[config.mk]
export PLATFORM = sky130hd
export DESIGN_NAME = dmem_access_unit_flat
export DESIGN_NICKNAME = d
export VERILOG_FILES = /design/src/rtl/dmem_access_unit_if.sv /design/src/rtl/dmem_access_unit.sv /design/src/flat_wrapper.sv
export SDC_FILE = /design/constraint.sdc
export NUM_CORES = 1
export LEC_CHECK = 0
export CORE_UTILIZATION = 62
export CTS_CLUSTER_SIZE = 10
export DETAILED_ROUTE_END_ITERATION = 12
export DONT_BUFFER_PORTS = 1
export PLACE_DENSITY = 0.89
export RECOVER_POWER = 50
export SETUP_SLACK_MARGIN = 0.15
export SKIP_LAST_GASP = 1
export SLEW_MARGIN = 15
export SYNTH_ARGS = -nofsm -noshare
export SYNTH_HDL_FRONTEND = slang
export SYNTH_SLANG_ARGS = --single-unit
[constraint.sdc]
create_clock -name clk -period 4.3 [get_ports clk]
set_clock_uncertainty 0.15 [all_clocks]
set_input_delay 1.075 -clock clk [delete_from_list [all_inputs] [get_ports clk]]
set_output_delay 1.075 -clock clk [all_outputs]
set_load 0.02 [all_outputs]
[src/rtl/dmem_access_unit_if.sv]
// ---------------------------------------------------------------------------
// dmem_access_unit_if
//   Word-wide request/acknowledge data-memory bus with byte-lane enables.
//   The access unit is the master. A memory model or bus fabric is the slave.
//
//   bus_req    master -> slave  request held until bus_ack
//   bus_we     master -> slave  1 = write, 0 = read
//   bus_addr   master -> slave  word-aligned byte address
//   bus_be     master -> slave  byte-lane enables, bit n = byte lane n
//   bus_wdata  master -> slave  lane-replicated write data
//   bus_ack    slave -> master  one-cycle completion strobe
//   bus_rdata  slave -> master  read word, valid together with bus_ack
// ---------------------------------------------------------------------------
interface dmem_access_unit_if;
  logic        bus_req;
  logic        bus_we;
  logic [31:0] bus_addr;
  logic [3:0]  bus_be;
  logic [31:0] bus_wdata;
  logic        bus_ack;
  logic [31:0] bus_rdata;

  modport master (
    output bus_req, bus_we, bus_addr, bus_be, bus_wdata,
    input  bus_ack, bus_rdata
  );

  modport slave (
    input  bus_req, bus_we, bus_addr, bus_be, bus_wdata,
    output bus_ack, bus_rdata
  );
endinterface

[src/rtl/dmem_access_unit.sv]
// ---------------------------------------------------------------------------
// dmem_access_unit
//   Multi-cycle data-memory access stage. It accepts a load or store from the
//   control decoder, checks alignment and legality, and runs one request on
//   the req/ack word bus. It returns the aligned and sign/zero-extended load
//   result, and it holds stall high until the access completes.
//
//   Parameters
//     TIMEOUT_CYC  cycles spent in REQ without bus_ack before the access is
//                  aborted (must be >= 1)
//
//   Ports
//     clk, rst_n    clock (rising edge), asynchronous active-low reset
//     en_dmem       access requested, held by the pipeline while stall=1
//     load_store    0 = load, 1 = store
//     funct3_dmem   000 B, 001 H, 010 W, 100 BU, 101 HU
//     addr, wdata   byte address from the ALU, store data (rs2)
//     rdata         registered, extended load result
//     stall         freeze PC/regfile this cycle
//     done          one-cycle completion pulse
//     misalign      with done: illegal/misaligned access, no bus cycle issued
//     timeout       with done: bus_ack never arrived
//     bus           master side of the data-memory bus
// ---------------------------------------------------------------------------
module dmem_access_unit #(
  parameter int unsigned TIMEOUT_CYC = 64
) (
  input  logic                    clk,
  input  logic                    rst_n,
  input  logic                    en_dmem,
  input  logic                    load_store,
  input  logic [2:0]              funct3_dmem,
  input  logic [31:0]             addr,
  input  logic [31:0]             wdata,
  output logic [31:0]             rdata,
  output logic                    stall,
  output logic                    done,
  output logic                    misalign,
  output logic                    timeout,
  dmem_access_unit_if.master      bus
);

  localparam logic [1:0] ST_IDLE = 2'd0;
  localparam logic [1:0] ST_REQ  = 2'd1;
  localparam logic [1:0] ST_DONE = 2'd2;

  // Wide enough to hold TIMEOUT_CYC-1, with a minimum of one bit.
  localparam int unsigned CNT_W = (TIMEOUT_CYC > 1) ? $clog2(TIMEOUT_CYC) : 1;
  localparam logic [CNT_W-1:0] CNT_LAST = CNT_W'(TIMEOUT_CYC - 1);

  logic [1:0]       state;
  logic [CNT_W-1:0] cnt;

  // Request attributes latched at accept and held stable for the whole bus cycle.
  logic             we_q;
  logic [31:0]      addr_q;
  logic [1:0]       size_q;
  logic             unsigned_q;
  logic [3:0]       be_q;
  logic [31:0]      wdata_q;

  logic             legal_c;
  logic [3:0]       be_c;
  logic [31:0]      wdata_c;
  logic [31:0]      rd_shift;
  logic [31:0]      load_ext;

  // BU/HU exist only as loads. Halfwords need an even address, and words need
  // an address that is a multiple of 4.
  always_comb begin
    legal_c = 1'b0;
    case (funct3_dmem)
      3'b000:  legal_c = 1'b1;
      3'b001:  legal_c = ~addr[0];
      3'b010:  legal_c = (addr[1:0] == 2'b00);
      3'b100:  legal_c = ~load_store;
      3'b101:  legal_c = ~load_store & ~addr[0];
      default: legal_c = 1'b0;
    endcase
  end

  // Byte-lane enables and lane-replicated store data for the incoming request.
  always_comb begin
    be_c    = 4'b1111;
    wdata_c = wdata;
    case (funct3_dmem[1:0])
      2'b00: begin
        be_c    = 4'b0001 << addr[1:0];
        wdata_c = {4{wdata[7:0]}};
      end
      2'b01: begin
        be_c    = 4'b0011 << {addr[1], 1'b0};
        wdata_c = {2{wdata[15:0]}};
      end
      default: begin
        be_c    = 4'b1111;
        wdata_c = wdata;
      end
    endcase
  end

  // Shift the addressed lane down to bit 0, then extend according to size and
  // signedness. Legal halfwords have addr[0]=0, so the shift always lands on a
  // lane boundary.
  always_comb begin
    rd_shift = bus.bus_rdata >> {addr_q[1:0], 3'b000};
    load_ext = bus.bus_rdata;
    case (size_q)
      2'b00: load_ext = unsigned_q ? {24'd0, rd_shift[7:0]}
                                   : {{24{rd_shift[7]}}, rd_shift[7:0]};
      2'b01: load_ext = unsigned_q ? {16'd0, rd_shift[15:0]}
                                   : {{16{rd_shift[15]}}, rd_shift[15:0]};
      default: load_ext = bus.bus_rdata;
    endcase
  end

  always_ff @(posedge clk or negedge rst_n) begin
    if (!rst_n) begin
      state      <= ST_IDLE;
      cnt        <= '0;
      we_q       <= 1'b0;
      addr_q     <= 32'd0;
      size_q     <= 2'd0;
      unsigned_q <= 1'b0;
      be_q       <= 4'd0;
      wdata_q    <= 32'd0;
      rdata      <= 32'd0;
      done       <= 1'b0;
      misalign   <= 1'b0;
      timeout    <= 1'b0;
    end else begin
      done     <= 1'b0;
      misalign <= 1'b0;
      timeout  <= 1'b0;
      case (state)
        ST_IDLE: begin
          if (en_dmem) begin
            we_q       <= load_store;
            addr_q     <= addr;
            size_q     <= funct3_dmem[1:0];
            unsigned_q <= funct3_dmem[2];
            be_q       <= be_c;
            wdata_q    <= wdata_c;
            cnt        <= '0;
            if (legal_c) begin
              state <= ST_REQ;
            end else begin
              // Rejected without touching the bus. The result register is cleared.
              rdata    <= 32'd0;
              done     <= 1'b1;
              misalign <= 1'b1;
              state    <= ST_DONE;
            end
          end
        end
        ST_REQ: begin
          // An acknowledge in the last allowed cycle still completes normally.
          if (bus.bus_ack) begin
            if (!we_q) begin
              rdata <= load_ext;
            end
            done  <= 1'b1;
            state <= ST_DONE;
          end else if (cnt == CNT_LAST) begin
            rdata   <= 32'd0;
            done    <= 1'b1;
            timeout <= 1'b1;
            state   <= ST_DONE;
          end else begin
            cnt <= cnt + 1'b1;
          end
        end
        ST_DONE: begin
          // The pipeline advances during this cycle, so en_dmem still shows the
          // finished instruction and must not be sampled here.
          state <= ST_IDLE;
        end
        default: state <= ST_IDLE;
      endcase
    end
  end

  // Stall is decoded from state so that reset releases the pipeline at once,
  // without waiting for a clock edge.
  always_comb begin
    stall = 1'b0;
    if (rst_n) begin
      case (state)
        ST_IDLE: stall = en_dmem;
        ST_REQ:  stall = 1'b1;
        default: stall = 1'b0;
      endcase
    end
  end

  assign bus.bus_req   = (state == ST_REQ);
  assign bus.bus_we    = we_q;
  assign bus.bus_addr  = {addr_q[31:2], 2'b00};
  assign bus.bus_be    = be_q;
  assign bus.bus_wdata = wdata_q;

endmodule

[src/flat_wrapper.sv]
// flat-port wrapper written by rule: the top's interface ports become plain ports
module dmem_access_unit_flat 
#(
  parameter int unsigned TIMEOUT_CYC = 64
)
  (clk, rst_n, en_dmem, load_store, funct3_dmem, addr, wdata, rdata, stall, done, misalign, timeout, bus_bus_req, bus_bus_we, bus_bus_addr, bus_bus_be, bus_bus_wdata, bus_bus_ack, bus_bus_rdata);
  dmem_access_unit_if bus_i ();
  input  logic clk;
  input  logic rst_n;
  input  logic en_dmem;
  input  logic load_store;
  input  logic [2:0] funct3_dmem;
  input  logic [31:0] addr;
  input  logic [31:0] wdata;
  output logic [31:0] rdata;
  output logic stall;
  output logic done;
  output logic misalign;
  output logic timeout;
  output wire logic [$bits(bus_i.bus_req)-1:0] bus_bus_req;
  output wire logic [$bits(bus_i.bus_we)-1:0] bus_bus_we;
  output wire logic [$bits(bus_i.bus_addr)-1:0] bus_bus_addr;
  output wire logic [$bits(bus_i.bus_be)-1:0] bus_bus_be;
  output wire logic [$bits(bus_i.bus_wdata)-1:0] bus_bus_wdata;
  input wire logic [$bits(bus_i.bus_ack)-1:0] bus_bus_ack;
  input wire logic [$bits(bus_i.bus_rdata)-1:0] bus_bus_rdata;
  assign bus_bus_req = bus_i.bus_req;
  assign bus_bus_we = bus_i.bus_we;
  assign bus_bus_addr = bus_i.bus_addr;
  assign bus_bus_be = bus_i.bus_be;
  assign bus_bus_wdata = bus_i.bus_wdata;
  assign bus_i.bus_ack = bus_bus_ack;
  assign bus_i.bus_rdata = bus_bus_rdata;
  dmem_access_unit #(.TIMEOUT_CYC(TIMEOUT_CYC)) u_core (.clk(clk), .rst_n(rst_n), .en_dmem(en_dmem), .load_store(load_store), .funct3_dmem(funct3_dmem), .addr(addr), .wdata(wdata), .rdata(rdata), .stall(stall), .done(done), .misalign(misalign), .timeout(timeout), .bus(bus_i));
endmodule
==> key figures <==
Power and ir drop
  – Switching part of the total: 33.6%
  – Relative contribution of sequential cells to total power: 47.3%
  – Design internal power: 2.62 mW
  – Pwr Density: 659 mW/mm^2
  – Net Switching: 1.32 mW
  – Clock share of power: 39.2%
  – Maximum vdd drop: 0.344 mV
  – Combinational share of power: 13.4%
  – Leakage Power: 2.81 nW

Route
  – Number of remaining DRC errors: 0
  – Routed wire length: 12,700 um
  – Average wire per cell in the routed design: 18.7 um
  – Vias per Instance: 6.11
  – Detailed Routing Iterations Pass 1: 5
  – Violation count after the first detailed-route iteration: 230
  – ANT nets after route: 0
  – Total via count in the routed design: 4,144

Placed design
  – Estimated wirelength of the detail-placed design: 8520 um
  – Total instance count after detailed placement: 647
  – Instance area at placement: 0.00533 mm^2
  – # port buffers: 0
  – Last weighted congestion value of the routability-driven placer: 0.907

Floorplan
  – Full die area: 0.00935 mm^2
  – Height of the chip: 96.7 um
  – Horizontal extent of the die: 96.7 um
  – Number of top-level design ports: 210
  – Starting density of the core: 63.8%
  – Cell Rows: 34
  – Placeable Area: 0.00872 mm^2

Layout
  – Number of antenna repair diodes: 0
  – Multi-input combinational cell area: 0.00216 mm^2
  – Fraction of layout cells with a size suffix above 1: 6.32%
  – Finished Layout Cells: 678
  – Layout area overhead: 7.53%
  – Fillers: 646
  – Register area: 0.00288 mm^2
  – Final #Nets: 663
  – Area of all placed cells without fillers: 0.00598 mm^2

Global route
  – GRT Overall Usage: 27.0%
  – First-pass GRT wire length: 20,100 um
  – Final global-route overflow total: 0
  – Largest net degree at the start of global routing: 117
  – Number of global-route vias before repair: 4,002
  – Number of antenna violations at the first check in global routing: 0

Worst setup path
  – Critical-path cell with the highest stage delay: sky130_fd_sc_hd__clkbuf_1
  – Critical path depth in cells: 4
  – Crit-path cells: nor3b_1 -> clkbuf_1 -> nand2_1 -> nand2_1
  – Stage delay of the slowest cell on the critical path: 1.71 ns
  – Family with the most delay on the worst path: buffers and inverters
  – Critical Path Source Type: input pin
  – Endpoint arrival time on the critical path: 3.46 ns
  – Type of the worst setup path: in -> reg
  – Worst r2r path cells: 4
  – Reg-to-reg startpoint: u_core.state[0]$_DFFE_PN0P_
  – Critical path's most frequent cell: sky130_fd_sc_hd__nand2_1
  – Number of buffers and inverters on the critical path: 1
  – CP Max Fanout: 56
  – Reg-to-reg slack, setup: 1.19 ns
  – Crit Reg-Reg Endpoint: u_core.bus.bus_wdata[7]$_DFFE_PN0P_
  – Kind of capture point of the worst setup path: flop
  – Critical path required time: 4.58 ns

Yosys
  – Number of warnings issued by yosys: 0
  – Post-synthesis register bit count: 115
  – Sequential fraction of the synthesis area: 51.7%
  – Number of flops mapped to enable cells by yosys: 0
  – Post-synthesis cell area: 0.00556 mm^2
  – Gate Count Post-Synth: 604
  – Primary FF master, synth: sky130_fd_sc_hd__dfrtp_1
  – Per-instance average area after synthesis: 9.21 um^2
  – Distinct cell type count of the synthesized netlist: 39
  – Post-synthesis async set-or-reset flop share: 100%

Timing
  – Portion of the clock cycle consumed by the worst path in the final layout: 74.0%
  – Shortest clock period the worst path allows after layout: 3.18 ns
  – Max-slew headroom: -57.6%
  – Sum of negative setup slack: 0 ns
  – RSZ-0062 raised after global routing: no
  – Final Hold Viols: 0
  – Final setup fails: 0
  – Highest clock rate: 0.314 GHz
  – Worst Tran Pin Value: 2.36 ns
  – Final slew viol count: 153

Clocking
  – Count of cells resized by post-cts repair: 0
  – TritonCTS sink count: 115
  – Number of buffers created by CTS: 17
  – Clock insertion delay at the later pin of the skew report: 0.50 ns
  – Buffers inserted during post-CTS setup optimization: 0
  – Maximum level of the CTS H-tree: 4
  – Buffers from clock root to sink, at most: 2
  – Post-CTS clock slew at the launch and capture registers of the worst setup and hold paths: 0.06 ns
  – CTS tree: built
  – Cts-stage hold buffer count: 0
  – CTS Root Buffer Type: sky130_fd_sc_hd__clkbuf_8

Outcome
  – Failing checks: capacitance limit, slew limit
  – Outcome: complete, but fails checks

Min path
  – Type of the worst min-delay path: in -> async

Flow run
  – Max cap viols: 2
==> routing by layer <==
layer | share of wire, % | wire (um) | GRT usage, % | up-vias
li1 | - | - | - | 1909
met5 | 0 | 0 | 0 | -
met1 | 40 | 5030 | 33.1 | 1975
met4 | 2.4 | 304 | 11.8 | 0
met2 | 48 | 6070 | 43.0 | 238
met3 | 10 | 1270 | 9.97 | 22
==> flip-flops by register name, indices dropped and copies added (netlist names), 2 cells and up <==
signal / cells
u_core.bus.bus_wdata: 32
u_core.rdata: 32
u_core.state: 2
u_core.addr_q: 32
u_core.size_q: 2
u_core.bus.bus_be: 4
u_core.cnt: 6
==> Yosys cell counts (2+ instances only) <==
master / instances / area share [%]
sky130_fd_sc_hd__nand2b_1: 4 / 0.45
sky130_fd_sc_hd__nor4_1: 2 / 0.22
sky130_fd_sc_hd__mux2i_1: 36 / 6.5
sky130_fd_sc_hd__a2bb2oi_1: 7 / 1.1
sky130_fd_sc_hd__nand3_1: 4 / 0.36
sky130_fd_sc_hd__a32oi_1: 7 / 1.1
sky130_fd_sc_hd__buf_4: 33 / 4.5
sky130_fd_sc_hd__o21ai_0: 47 / 4.2
sky130_fd_sc_hd__inv_1: 38 / 2.6
sky130_fd_sc_hd__o211ai_1: 9 / 1.2
sky130_fd_sc_hd__nand3b_1: 9 / 1.2
sky130_fd_sc_hd__buf_1: 6 / 0.40
sky130_fd_sc_hd__buf_2: 2 / 0.18
sky130_fd_sc_hd__nor2_1: 20 / 1.3
sky130_fd_sc_hd__a31oi_1: 3 / 0.34
sky130_fd_sc_hd__xor2_1: 3 / 0.47
sky130_fd_sc_hd__dfrtp_1: 115 / 52
sky130_fd_sc_hd__clkbuf_1: 25 / 1.7
sky130_fd_sc_hd__buf_6: 2 / 0.40
sky130_fd_sc_hd__nor3_1: 2 / 0.18
sky130_fd_sc_hd__a221oi_1: 2 / 0.31
sky130_fd_sc_hd__o32ai_1: 2 / 0.31
sky130_fd_sc_hd__o221ai_1: 22 / 3.5
sky130_fd_sc_hd__nand2_1: 179 / 12
sky130_fd_sc_hd__nor3b_1: 3 / 0.40
sky130_fd_sc_hd__a21oi_1: 9 / 0.81
==> final cells by class <==
type                            count  area share [%]
Sequential cell                   115            48.1
Multi-Input combinational cell    384            36.1
Clock buffer                       23            8.14
Clock inverter                      8            2.87
Inverter                           38            2.38
Tap cell                          108            2.26
Timing Repair Buffer                2           0.146
==> kinds of logic (layout without fill, tap and decap cells) <==
kind of cell | Yosys count | after routing | synth area share [%]
other | 1 | 2 | 0.0674
AO/OA/AOI/OAI | 113 | 113 | 13.9
flip-flops | 115 | 115 | 51.7
XOR/XNOR | 3 | 3 | 0.472
multiplexers | 37 | 37 | 6.88
adder cells (fa/ha/maj) | 1 | 1 | 0.225
buffers and inverters | 106 | 71 | 9.69
AND/OR/NAND/NOR | 228 | 228 | 17.0
==> worst max-delay path by stage <==
stage | from | to
after global placement | en_dmem | u_core.rdata[31]$_DFFE_PN0P_
after global routing | en_dmem | u_core.bus.bus_wdata[7]$_DFFE_PN0P_
after detailed placement | en_dmem | u_core.rdata[25]$_DFFE_PN0P_
after floorplan | en_dmem | stall
after CTS | u_core.addr_q[1]$_DFFE_PN0P_ | u_core.rdata[18]$_DFFE_PN0P_
final | en_dmem | u_core.bus.bus_wdata[7]$_DFFE_PN0P_
==> placed cells by master (no fill, tap or decap), types with 2 or more instances in the layout <==
cell	instances
sky130_fd_sc_hd__a2bb2oi_1	7
sky130_fd_sc_hd__mux2i_1	35
sky130_fd_sc_hd__xor2_1	3
sky130_fd_sc_hd__nor2_1	20
sky130_fd_sc_hd__a31oi_1	3
sky130_fd_sc_hd__o32ai_1	2
sky130_fd_sc_hd__clkbuf_8	6
sky130_fd_sc_hd__nand2b_1	4
sky130_fd_sc_hd__a32oi_1	7
sky130_fd_sc_hd__clkbuf_16	16
sky130_fd_sc_hd__clkbuf_1	2
sky130_fd_sc_hd__a21oi_1	9
sky130_fd_sc_hd__dfrtp_1	115
sky130_fd_sc_hd__conb_1	2
sky130_fd_sc_hd__o221ai_1	22
sky130_fd_sc_hd__a221oi_1	2
sky130_fd_sc_hd__nand2_1	179
sky130_fd_sc_hd__nand3_1	4
sky130_fd_sc_hd__bufinv_16	5
sky130_fd_sc_hd__nor4_1	2
sky130_fd_sc_hd__o21ai_0	47
sky130_fd_sc_hd__nand3b_1	9
sky130_fd_sc_hd__inv_1	38
sky130_fd_sc_hd__o211ai_1	9
sky130_fd_sc_hd__nor3b_1	3
==> power by group through the flow <==
| stage | sequential [mW] | combinational, mW | clock, mW |
|---|---|---|---|
| CTS | 1.87 | 0.520 | 1.56 |
| floorplan | 1.67 | 0.701 | 0 |
| global route | 1.90 | 0.594 | 1.61 |
| finish | 1.87 | 0.528 | 1.55 |
| detailed placement | 1.87 | 0.520 | 0 |
| global placement | 1.87 | 0.485 | 0 |
==> metrics by stage <==
stage | worst slack [ns] | power (mW) | util, % | hold WS [ns]
2_1_floorplan | 1.45 | 2.37 | - | 0.297
3_3_place_gp | 1.25 | 2.36 | 61.1 | 0.336
3_5_place_dp | 1.14 | 2.39 | 61.1 | 0.359
4_1_cts | 1.34 | 3.95 | 68.7 | 0.0984
5_1_grt | 0.859 | 4.10 | 68.6 | 0.0891
6_report | 1.12 | 3.94 | 68.6 | 0.122
No activity file was read; power rests on OpenSTA's default activity.
